==> src/rtl/multitap_n_if.sv <==
// Host-side port-register bus for the multitap: select, direction, write data,
// read data and bus acknowledge.
interface multitap_n_if;
   logic       sel;
   logic       rnw;
   logic [7:0] di;
   logic [7:0] dout;
   logic       dtack_n;

   modport master (output sel, output rnw, output di, input dout, input dtack_n);
   modport slave  (input sel, input rnw, input di, output dout, output dtack_n);
endinterface

==> src/rtl/multitap_n.sv <==
// N-pad multitap adapter: TH/TR/TL nibble-serial handshake over a button
// snapshot taken at the TH fall, with a handshake timeout.
module multitap_n #(
   parameter int NUM_PADS = 4,
   parameter int TIMEOUT  = 1024
) (
   input  logic                   clk_i,
   input  logic                   rst_ni,
   input  logic                   ce_i,
   input  logic [12*NUM_PADS-1:0] pad_btns_i,
   input  logic [2*NUM_PADS-1:0]  pad_type_i,
   multitap_n_if.slave            bus
);
   typedef enum logic [0:0] {ST_IDLE = 1'b0, ST_XFER = 1'b1} state_e;

   localparam logic [6:0]  FIRST_DATA = 7'(4 + NUM_PADS);
   localparam logic [15:0] TMO_LAST   = 16'(TIMEOUT - 1);

   state_e                  state_q;
   logic                    th_q, tr_q, tl_q;
   logic [5:0]              idx_q;
   logic [3:0]              nib_q;
   logic [12*NUM_PADS-1:0]  snap_q;
   logic [2*NUM_PADS-1:0]   typ_q;
   logic [15:0]             tmr_q;
   logic [7:0]              do_q;
   logic                    dtack_n_q;
   logic [5:0]              idx_inc_d;
   logic [3:0]              nib_inc_d;
   logic                    unused_s;

   // Nibble at position idx: header, one type nibble per pad, then the data
   // nibbles of every present pad in ascending order (active-low buttons).
   function automatic logic [3:0] seq_nib(input logic [5:0]             idx,
                                          input logic [2*NUM_PADS-1:0]  typ,
                                          input logic [12*NUM_PADS-1:0] snap);
      logic [3:0]  nib;
      logic [6:0]  pos;
      logic [6:0]  i;
      logic [6:0]  cnt;
      logic [1:0]  t;
      logic [11:0] b;
      nib = 4'hF;
      pos = FIRST_DATA;
      i   = {1'b0, idx};
      for (int p = 0; p < NUM_PADS; p++) begin
         t = typ[2*p +: 2];
         b = snap[12*p +: 12];
         case (t)
            2'b01:   cnt = 7'd2;
            2'b10:   cnt = 7'd3;
            default: cnt = 7'd0;
         endcase
         if (i == 7'(4 + p)) begin
            case (t)
               2'b01:   nib = 4'h0;
               2'b10:   nib = 4'h1;
               default: nib = 4'hF;
            endcase
         end else if ((i >= pos) && (i < (pos + cnt))) begin
            case (i - pos)
               7'd0:    nib = ~b[3:0];
               7'd1:    nib = ~{b[7], b[4], b[6], b[5]};
               default: nib = ~{b[8], b[9], b[10], b[11]};
            endcase
         end
         pos = pos + cnt;
      end
      if (i == 7'd0) begin
         nib = 4'h3;
      end else if (i == 7'd1) begin
         nib = 4'hF;
      end else if (i < 7'd4) begin
         nib = 4'h0;
      end
      return nib;
   endfunction

   // Next handshake position, saturating at the top of the index range.
   always_comb begin
      if (idx_q == 6'd63) begin
         idx_inc_d = 6'd63;
      end else begin
         idx_inc_d = idx_q + 6'd1;
      end
      nib_inc_d = seq_nib(idx_inc_d, typ_q, snap_q);
   end

   // Port registers, handshake FSM, timeout and registered bus outputs.
   always_ff @(posedge clk_i) begin
      if (!rst_ni) begin
         state_q   <= ST_IDLE;
         th_q      <= 1'b1;
         tr_q      <= 1'b1;
         tl_q      <= 1'b1;
         idx_q     <= 6'd0;
         nib_q     <= 4'h3;
         snap_q    <= '0;
         typ_q     <= '0;
         tmr_q     <= 16'd0;
         do_q      <= 8'h73;
         dtack_n_q <= 1'b1;
      end else if (ce_i) begin
         if (bus.sel && !bus.rnw) begin
            th_q <= bus.di[6];
            tr_q <= bus.di[5];
         end
         dtack_n_q <= ~bus.sel;
         // Bit 4 has no source and reads back high.
         do_q      <= {1'b0, th_q, tl_q, 1'b1, nib_q};
         if (th_q) begin
            state_q <= ST_IDLE;
            idx_q   <= 6'd0;
            nib_q   <= 4'h3;
            tl_q    <= tr_q;
            tmr_q   <= 16'd0;
         end else begin
            case (state_q)
               ST_IDLE: begin
                  state_q <= ST_XFER;
                  snap_q  <= pad_btns_i;
                  typ_q   <= pad_type_i;
                  idx_q   <= 6'd0;
                  nib_q   <= 4'h3;
                  tl_q    <= tr_q;
                  tmr_q   <= 16'd0;
               end
               ST_XFER: begin
                  if (tr_q != tl_q) begin
                     idx_q <= idx_inc_d;
                     nib_q <= nib_inc_d;
                     tl_q  <= tr_q;
                     tmr_q <= 16'd0;
                  end else if (tmr_q == TMO_LAST) begin
                     idx_q <= 6'd0;
                     nib_q <= 4'h3;
                     tl_q  <= tr_q;
                     tmr_q <= 16'd0;
                  end else begin
                     tmr_q <= tmr_q + 16'd1;
                  end
               end
               default: state_q <= ST_IDLE;
            endcase
         end
      end
   end

   assign bus.dout    = do_q;
   assign bus.dtack_n = dtack_n_q;
   assign unused_s    = ^{bus.di[7], bus.di[4:0]};
endmodule

==> src/flat_wrapper.sv <==
// flat-port wrapper written by rule: the top's interface ports become plain ports
module multitap_n_flat 
#(
   parameter int NUM_PADS = 4,
   parameter int TIMEOUT  = 1024
)
  (clk_i, rst_ni, ce_i, pad_btns_i, pad_type_i, bus_sel, bus_rnw, bus_di, bus_dout, bus_dtack_n);
  multitap_n_if bus_i ();
  input  logic clk_i;
  input  logic rst_ni;
  input  logic ce_i;
  input  logic [12*NUM_PADS-1:0] pad_btns_i;
  input  logic [2*NUM_PADS-1:0] pad_type_i;
  input wire logic [$bits(bus_i.sel)-1:0] bus_sel;
  input wire logic [$bits(bus_i.rnw)-1:0] bus_rnw;
  input wire logic [$bits(bus_i.di)-1:0] bus_di;
  output wire logic [$bits(bus_i.dout)-1:0] bus_dout;
  output wire logic [$bits(bus_i.dtack_n)-1:0] bus_dtack_n;
  assign bus_i.sel = bus_sel;
  assign bus_i.rnw = bus_rnw;
  assign bus_i.di = bus_di;
  assign bus_dout = bus_i.dout;
  assign bus_dtack_n = bus_i.dtack_n;
  multitap_n #(.NUM_PADS(NUM_PADS), .TIMEOUT(TIMEOUT)) u_core (.clk_i(clk_i), .rst_ni(rst_ni), .ce_i(ce_i), .pad_btns_i(pad_btns_i), .pad_type_i(pad_type_i), .bus(bus_i));
endmodule
==> config.mk <==
export PLATFORM = sky130hd
export DESIGN_NAME = multitap_n_flat
export DESIGN_NICKNAME = d
export VERILOG_FILES = /design/src/rtl/multitap_n_if.sv /design/src/rtl/multitap_n.sv /design/src/flat_wrapper.sv
export SDC_FILE = /design/constraint.sdc
export NUM_CORES = 1
export LEC_CHECK = 0
export CAP_MARGIN = 15
export CORE_UTILIZATION = 60
export CTS_CLUSTER_SIZE = 20
export DETAILED_ROUTE_END_ITERATION = 6
export GPL_TIMING_DRIVEN = 0
export PLACE_DENSITY_LB_ADDON = 0.3
export RECOVER_POWER = 25
export SLEW_MARGIN = 20
export SYNTH_ARGS = -nofsm -noshare
export SYNTH_HDL_FRONTEND = slang
export SYNTH_SLANG_ARGS = --single-unit
==> constraint.sdc <==
create_clock -name clk_i -period 13.92 [get_ports clk_i]
set_clock_uncertainty 0.15 [all_clocks]
set_input_delay 2.784 -clock clk_i [delete_from_list [all_inputs] [get_ports clk_i]]
set_output_delay 2.784 -clock clk_i [all_outputs]
set_load 0.03 [all_outputs]
==> flow_metrics.env, run 1 <==
export IMPL_htree_levels=3
export IMPL_path_clk_slew_ps=90
export IMPL_avgSynthCellArea_um2=8.323
export IMPL_grt_setup_unrepaired="no"
export IMPL_die_y_um=101.6
export IMPL_cts_resized=0
export IMPL_start_kind="flop"
export IMPL_slowest_stage="fa_1"
export IMPL_synth_most_common_cell="nand2_1"
export IMPL_synth_top_cell_area_share=0.3129
export IMPL_drive_gt1_frac=0.09273
export IMPL_crit_path_max_fanout=10
export IMPL_drc_errors=1
export IMPL_synth_area_top_cells="dfxtp_1, nand2_1, a21boi_0"
export IMPL_ys_warn_count=0
export IMPL_setup_viol=0
export IMPL_antenna_found_initial=0
export IMPL_postCtsSetupBuffers=0
export IMPL_seq_area_frac_synth=0.3129
export IMPL_placed_area_um2=6803
export IMPL_netlist_top_cells_count="nand2_1, dfxtp_1, a21boi_0"
export IMPL_grt_remaining_overflow=0
export IMPL_io_pins=78
export IMPL_path_buf_inv=3
export IMPL_drtPass1Iterations=7
export IMPL_crit_type="flop to flop"
export IMPL_port_buffers=69
export IMPL_synth_fp_nets=821
export IMPL_vias_per_cell=5.915
export IMPL_fmax_mhz=195.9
export IMPL_synth_edff_count=0
export IMPL_fin_area_um2=6988
export IMPL_dp_hpwl_um=11510
export IMPL_cts_tree="built"
export IMPL_end_kind="flop"
export IMPL_grt_max_degree=16
export IMPL_fin_crit_ps=5104
export IMPL_final_util=0.7422
export IMPL_area_growth_pct=17.43
export IMPL_clock_path_buffers=2
export IMPL_tns_ps=0
export IMPL_synth_seq_cells=93
export IMPL_synth_top_area_cell="dfxtp_1"
export IMPL_n_antenna_cell=0
export IMPL_drtAntennaViolNets=0
export IMPL_initialDrtViolationCount=280
export IMPL_cp_cell_sequence="inv_1, ha_1, fa_1, inv_1, fa_1, ha_1, clkbuf_1, nand2_1, or3_1, ha_1, o21ai_0, a21oi_1, a211o_1, nand3_1, o311ai_1, a211oi_1, o221ai_2"
export IMPL_cts_hold_buf=0
export IMPL_gr_usage_all_layers=0.3103
export IMPL_routedWlPerCell_um=16.23
export IMPL_violations="design-rule violations"
export IMPL_numCtsBuffers=9
export IMPL_worst_pin_slew_ps=825.7
export IMPL_synth_main_ff_cell="dfxtp_1"
export IMPL_row_count=35
export IMPL_ys_types=94
export IMPL_vias=5483
export IMPL_maxSlewHeadroom=0.4353
export IMPL_dieWidth_um=101.6
export IMPL_cap_violations=0
export IMPL_coreArea_um2=9415
export IMPL_post_route_period_util=0.3666
export IMPL_die_area_um2=10320
export IMPL_required_ps=14010
export IMPL_ir_worst_vdd_mv=0.05561
export IMPL_routed_wl_um=15050
export IMPL_grt_pass1_wl_um=25160
export IMPL_crit_top_cell="ha_1"
export IMPL_slowest_delay_ps=740
export IMPL_worst_ep_arrival_time_ps=5200
export IMPL_slew_violations=0
export IMPL_synth_cells=715
export IMPL_grt_pass1_vias=5361
export IMPL_p_leak_uw=0.002518
export IMPL_whs_ps=314.9
export IMPL_routabilityCongestion=0.9273
export IMPL_outcome="complete, but fails checks"
export IMPL_synth_area_um2=5951
export IMPL_insertion_delay_ps=360
export IMPL_cts_root_buf="clkbuf_8"
export IMPL_crit_family="adder cells"
export IMPL_power_density_nw_per_um2=71.30
export IMPL_hold_viol=0
export IMPL_clock_sinks=93
export IMPL_start_util=0.6320
export IMPL_synthArstFlopShare=0
export IMPL_fin_nets=901
export IMPL_hp_class="flop to flop"
[flip-flops by register name, indices dropped and copies added, names as in the netlist]
name                cells
u_core.tl_q             1
u_core.idx_q            6
u_core.bus.dout         6
u_core.state_q          1
u_core.th_q             1
u_core.bus.dtack_n      1
u_core.typ_q            8
u_core.nib_q            4
u_core.snap_q          48
u_core.tmr_q           16
u_core.tr_q             1
[stage by stage]
stage | power, uW | setup slack (ps) | instances
6_report | 498.2 | 8816 | 927
5_1_grt | 513.3 | 8505 | 927
4_1_cts | 498.6 | 8861 | 927
3_5_place_dp | 324.5 | 8828 | 913
3_3_place_gp | 323.0 | 8881 | 913
2_1_floorplan | 299.5 | 9523 | 715
[cell usage in the layout, fill, tap and decap left out, types with 4 or more instances in the layout]
cell type | netlist | layout
clkdlybuf4s50_1 | 0 | 60
dlygate4sd3_1 | 0 | 9
xnor2_1 | 14 | 14
a211oi_1 | 7 | 7
nand3_1 | 15 | 15
a31oi_1 | 4 | 4
xor2_1 | 11 | 11
nor2_1 | 43 | 43
clkbuf_8 | 0 | 9
nand2b_1 | 8 | 8
clkbuf_1 | 25 | 25
fa_1 | 4 | 4
and3_1 | 8 | 8
dfxtp_1 | 93 | 93
a21o_1 | 5 | 5
nand3b_1 | 5 | 5
nand2_1 | 151 | 151
mux2_2 | 9 | 9
mux2i_1 | 18 | 18
or3_1 | 4 | 4
o21ai_0 | 19 | 19
a21oi_1 | 16 | 16
nand4_1 | 7 | 7
a211o_1 | 4 | 4
o21a_1 | 4 | 4
inv_1 | 30 | 30
nor3_1 | 6 | 6
ha_1 | 33 | 33
a21boi_0 | 59 | 59
inv_2 | 4 | 4
nor2b_1 | 9 | 9
and4_1 | 4 | 4
[tightest hold or removal path: stages, from the launching register on]
cell and delay [ps]:
dfxtp_1 320, nand2_1 50, a21boi_0 60
[layer usage]
metal,vias to the layer above,track usage,share of wire
li1,2654,-,-
met1,2539,0.3830,0.42
met2,250,0.5364,0.48
met3,40,0.06073,0.075
met4,0,0.1115,0.026
met5,-,0,0
[final cells by class]
type,instances,area (um^2)
Multi-Input combinational cell,552,3789
Clock buffer,9,123.9
Inverter,34,127.6
Clock inverter,5,61.31
Fill cell,700,2427
Tap cell,129,161.4
Buffer,36,172.7
Timing Repair Buffer,69,690.7
Sequential cell,93,1862
[report_power, final]
group          switching, uW  internal (uW)  total (uW)
Sequential              1.95            269         271
Combinational           21.4           26.8        48.2
Clock                   97.5           81.7         179
[final timing paths]
| path | cells past startpoint | start | slack [ps] | to |
|---|---|---|---|---|
| max | 17 | u_core.typ_q[2] | 8820 | u_core.nib_q[3] |
| min | 2 | u_core.snap_q[31] | 310 | u_core.snap_q[31] |
| max reg2reg | 17 | u_core.typ_q[2] | 8820 | u_core.nib_q[3] |
| min reg2reg | 2 | u_core.snap_q[31] | 310 | u_core.snap_q[31] |
[kinds of logic (layout without fill, tap and decap cells)]
logic type / Yosys count / in the layout / share of synthesized area
AO/OA/AOI/OAI: 166 / 166 / 0.2180
XOR/XNOR: 27 / 27 / 0.04226
adder cells (fa/ha/maj): 39 / 39 / 0.08621
buffers and inverters: 70 / 153 / 0.05046
flip-flops: 93 / 93 / 0.3129
multiplexers: 29 / 29 / 0.05214
other: 2 / 2 / 0.001262
AND/OR/NAND/NOR: 289 / 289 / 0.2368
No activity file was read; power rests on OpenSTA's default activity.
==> run 2, diff against run 1 <==
Settings changed: CORE_UTILIZATION 60 to 56.
Clock period 13.92 ns to 4.9 ns, I/O delays scaled along.
==> flow_metrics.env, run 2 (synthesis results as in run 1) <==
export IMPL_clock_path_buffers=2
export IMPL_area_growth_pct=18.67
export IMPL_ir_worst_vdd_mv=0.1416
export IMPL_crit_path_max_fanout=7
export IMPL_initialDrtViolationCount=324
export IMPL_drc_errors=0
export IMPL_start_kind="flop"
export IMPL_drtPass1Iterations=5
export IMPL_vias_per_cell=5.660
export IMPL_fmax_mhz=210.0
export IMPL_dp_hpwl_um=11620
export IMPL_die_area_um2=11040
export IMPL_slowest_stage="fa_2"
export IMPL_post_route_period_util=0.9718
export IMPL_fin_crit_ps=4762
export IMPL_io_pins=78
export IMPL_routedWlPerCell_um=15.82
export IMPL_cts_tree="built"
export IMPL_cap_violations=0
export IMPL_hp_class="flop to flop"
export IMPL_cp_cell_sequence="inv_1, ha_1, fa_2, inv_1, fa_2, ha_1, a21o_1, nand2_1, xnor2_1, ha_1, o21a_1, o31ai_1, a21oi_1, a211o_1, nand3_1, o311ai_1, a211oi_2, o221ai_1"
export IMPL_grt_max_degree=17
export IMPL_cts_root_buf="clkbuf_8"
export IMPL_end_kind="flop"
export IMPL_crit_top_cell="ha_1"
export IMPL_p_total_uw=1447
export IMPL_coreArea_um2=10320
export IMPL_slowest_delay_ps=670
export IMPL_numCtsBuffers=9
export IMPL_outcome="completed"
export IMPL_power_density_nw_per_um2=204.9
export IMPL_required_ps=5000
export IMPL_p_leak_uw=0.002549
export IMPL_grt_pass1_vias=5349
export IMPL_n_antenna_cell=0
export IMPL_largest_reg_flops=48
export IMPL_antenna_found_initial=0
export IMPL_netSwitchingFraction=0.2433
export IMPL_htree_levels=3
export IMPL_p_int_uw=1095
export IMPL_routabilityCongestion=0.9492
export IMPL_path_buf_inv=2
export IMPL_vias=5303
export IMPL_setup_viol=0
export IMPL_row_count=37
export IMPL_power_share_clock=0.373
export IMPL_grt_remaining_overflow=0
export IMPL_final_util=0.6840
export IMPL_clock_sinks=93
export IMPL_tns_ps=0
export IMPL_crit_family="adder cells"
export IMPL_fin_nets=902
export IMPL_worst_pin_slew_ps=887.1
export IMPL_layout_commonest_cell="nand2_1"
export IMPL_hold_viol=0
export IMPL_die_y_um=105.1
export IMPL_top_regs="u_core.snap_q: 48 flops, u_core.tmr_q: 16 flops, u_core.typ_q: 8 flops"
export IMPL_start_util=0.5764
export IMPL_slew_violations=0
export IMPL_p_sw_uw=351.9
export IMPL_grt_pass1_wl_um=25030
export IMPL_maxSlewHeadroom=0.3933
export IMPL_seqPwrFrac=0.532
export IMPL_share_comb_of_total_power=0.095
export IMPL_layout_common_cells="nand2_1, dfxtp_1, clkdlybuf4s50_1"
export IMPL_largest_register="u_core.snap_q"
export IMPL_crit_type="flop to flop"
export IMPL_worst_ep_arrival_time_ps=4860
export IMPL_cts_hold_buf=0
export IMPL_routed_wl_um=14820
export IMPL_path_clk_slew_ps=100
export IMPL_port_buffers=69
export IMPL_drive_gt1_frac=0.1036
export IMPL_gr_usage_all_layers=0.2858
export IMPL_insertion_delay_ps=380
export IMPL_drtAntennaViolNets=0
export IMPL_dieWidth_um=105.1
-- run 2: changes by cell type in the layout (fill, tap and decap cells not counted), moves of 2 or more --
cell | previous run | this run
a211oi_1 | 7 | 5
a211oi_2 | 1 | 3
buf_4 | 3 | 5
fa_1 | 4 | 2
fa_2 | 0 | 2
-- run 2: layout make-up --
cell class | instances | area, um^2
Multi-Input combinational cell | 552 | 3820
Fill cell | 853 | 3262
Sequential cell | 93 | 1862
Timing Repair Buffer | 71 | 705.7
Tap cell | 136 | 170.2
Buffer | 35 | 168.9
Clock buffer | 10 | 137.6
Inverter | 34 | 127.6
Clock inverter | 6 | 70.07
-- run 2: stage by stage --
stage                     std cells  cell area, um^2  hold slack, ps  worst slack (ps)
final                           937             7062           312.9             138.3
after global routing            937             7062           340.1            -22.35
after CTS                       935             7018           316.6             41.62
after detailed placement        920             6812           303.7            -79.57
after global placement          920             6812           299.3            -49.71
after floorplan                 715             5951           282.3             503.4
-- run 2: power by group through the flow --
stage / registers, uW / clock network, uW / logic, uW
2_1_floorplan: 788 / 0 / 63.2
3_3_place_gp: 787 / 0 / 132
3_5_place_dp: 787 / 0 / 134
4_1_cts: 770 / 544 / 135
5_1_grt: 771 / 581 / 150
6_report: 769 / 540 / 137
-- run 2: worst register-to-register path, cell delays in order (launching register included) --
cell and delay [ps]:
dfxtp_1 390, inv_1 60, ha_1 340, fa_2 670
inv_1 110, fa_2 620, ha_1 260, a21o_1 160
nand2_1 80, xnor2_1 130, ha_1 260, o21a_1 110
o31ai_1 90, a21oi_1 140, a211o_1 350, nand3_1 140
o311ai_1 160, a211oi_2 260, o221ai_1 140
-- run 2: layer usage --
layer | GRT usage | vias to the layer above | share of wire
met5 | 0 | - | 0
met4 | 0.1127 | 0 | 0.026
met3 | 0.04492 | 26 | 0.050
met2 | 0.4929 | 138 | 0.48
met1 | 0.3558 | 2488 | 0.44
li1 | - | 2651 | -
-- run 2: timing repair --
| action | 4_1_cts | 5_1_grt |
|---|---|---|
| resized for setup | 1 | 5 |
| setup buffers | 0 | 2 |
| endpoints found under the setup margin | 2 | 4 |
| pin swaps | 0 | 1 |
-- run 2: final timing paths --
check	startpoint	to	slack, ps	cells past startpoint
max	u_core.typ_q[2]	u_core.nib_q[2]	140	18
min	u_core.snap_q[24]	u_core.snap_q[24]	310	2
max reg2reg	u_core.typ_q[2]	u_core.nib_q[2]	140	18
min reg2reg	u_core.snap_q[24]	u_core.snap_q[24]	310	2
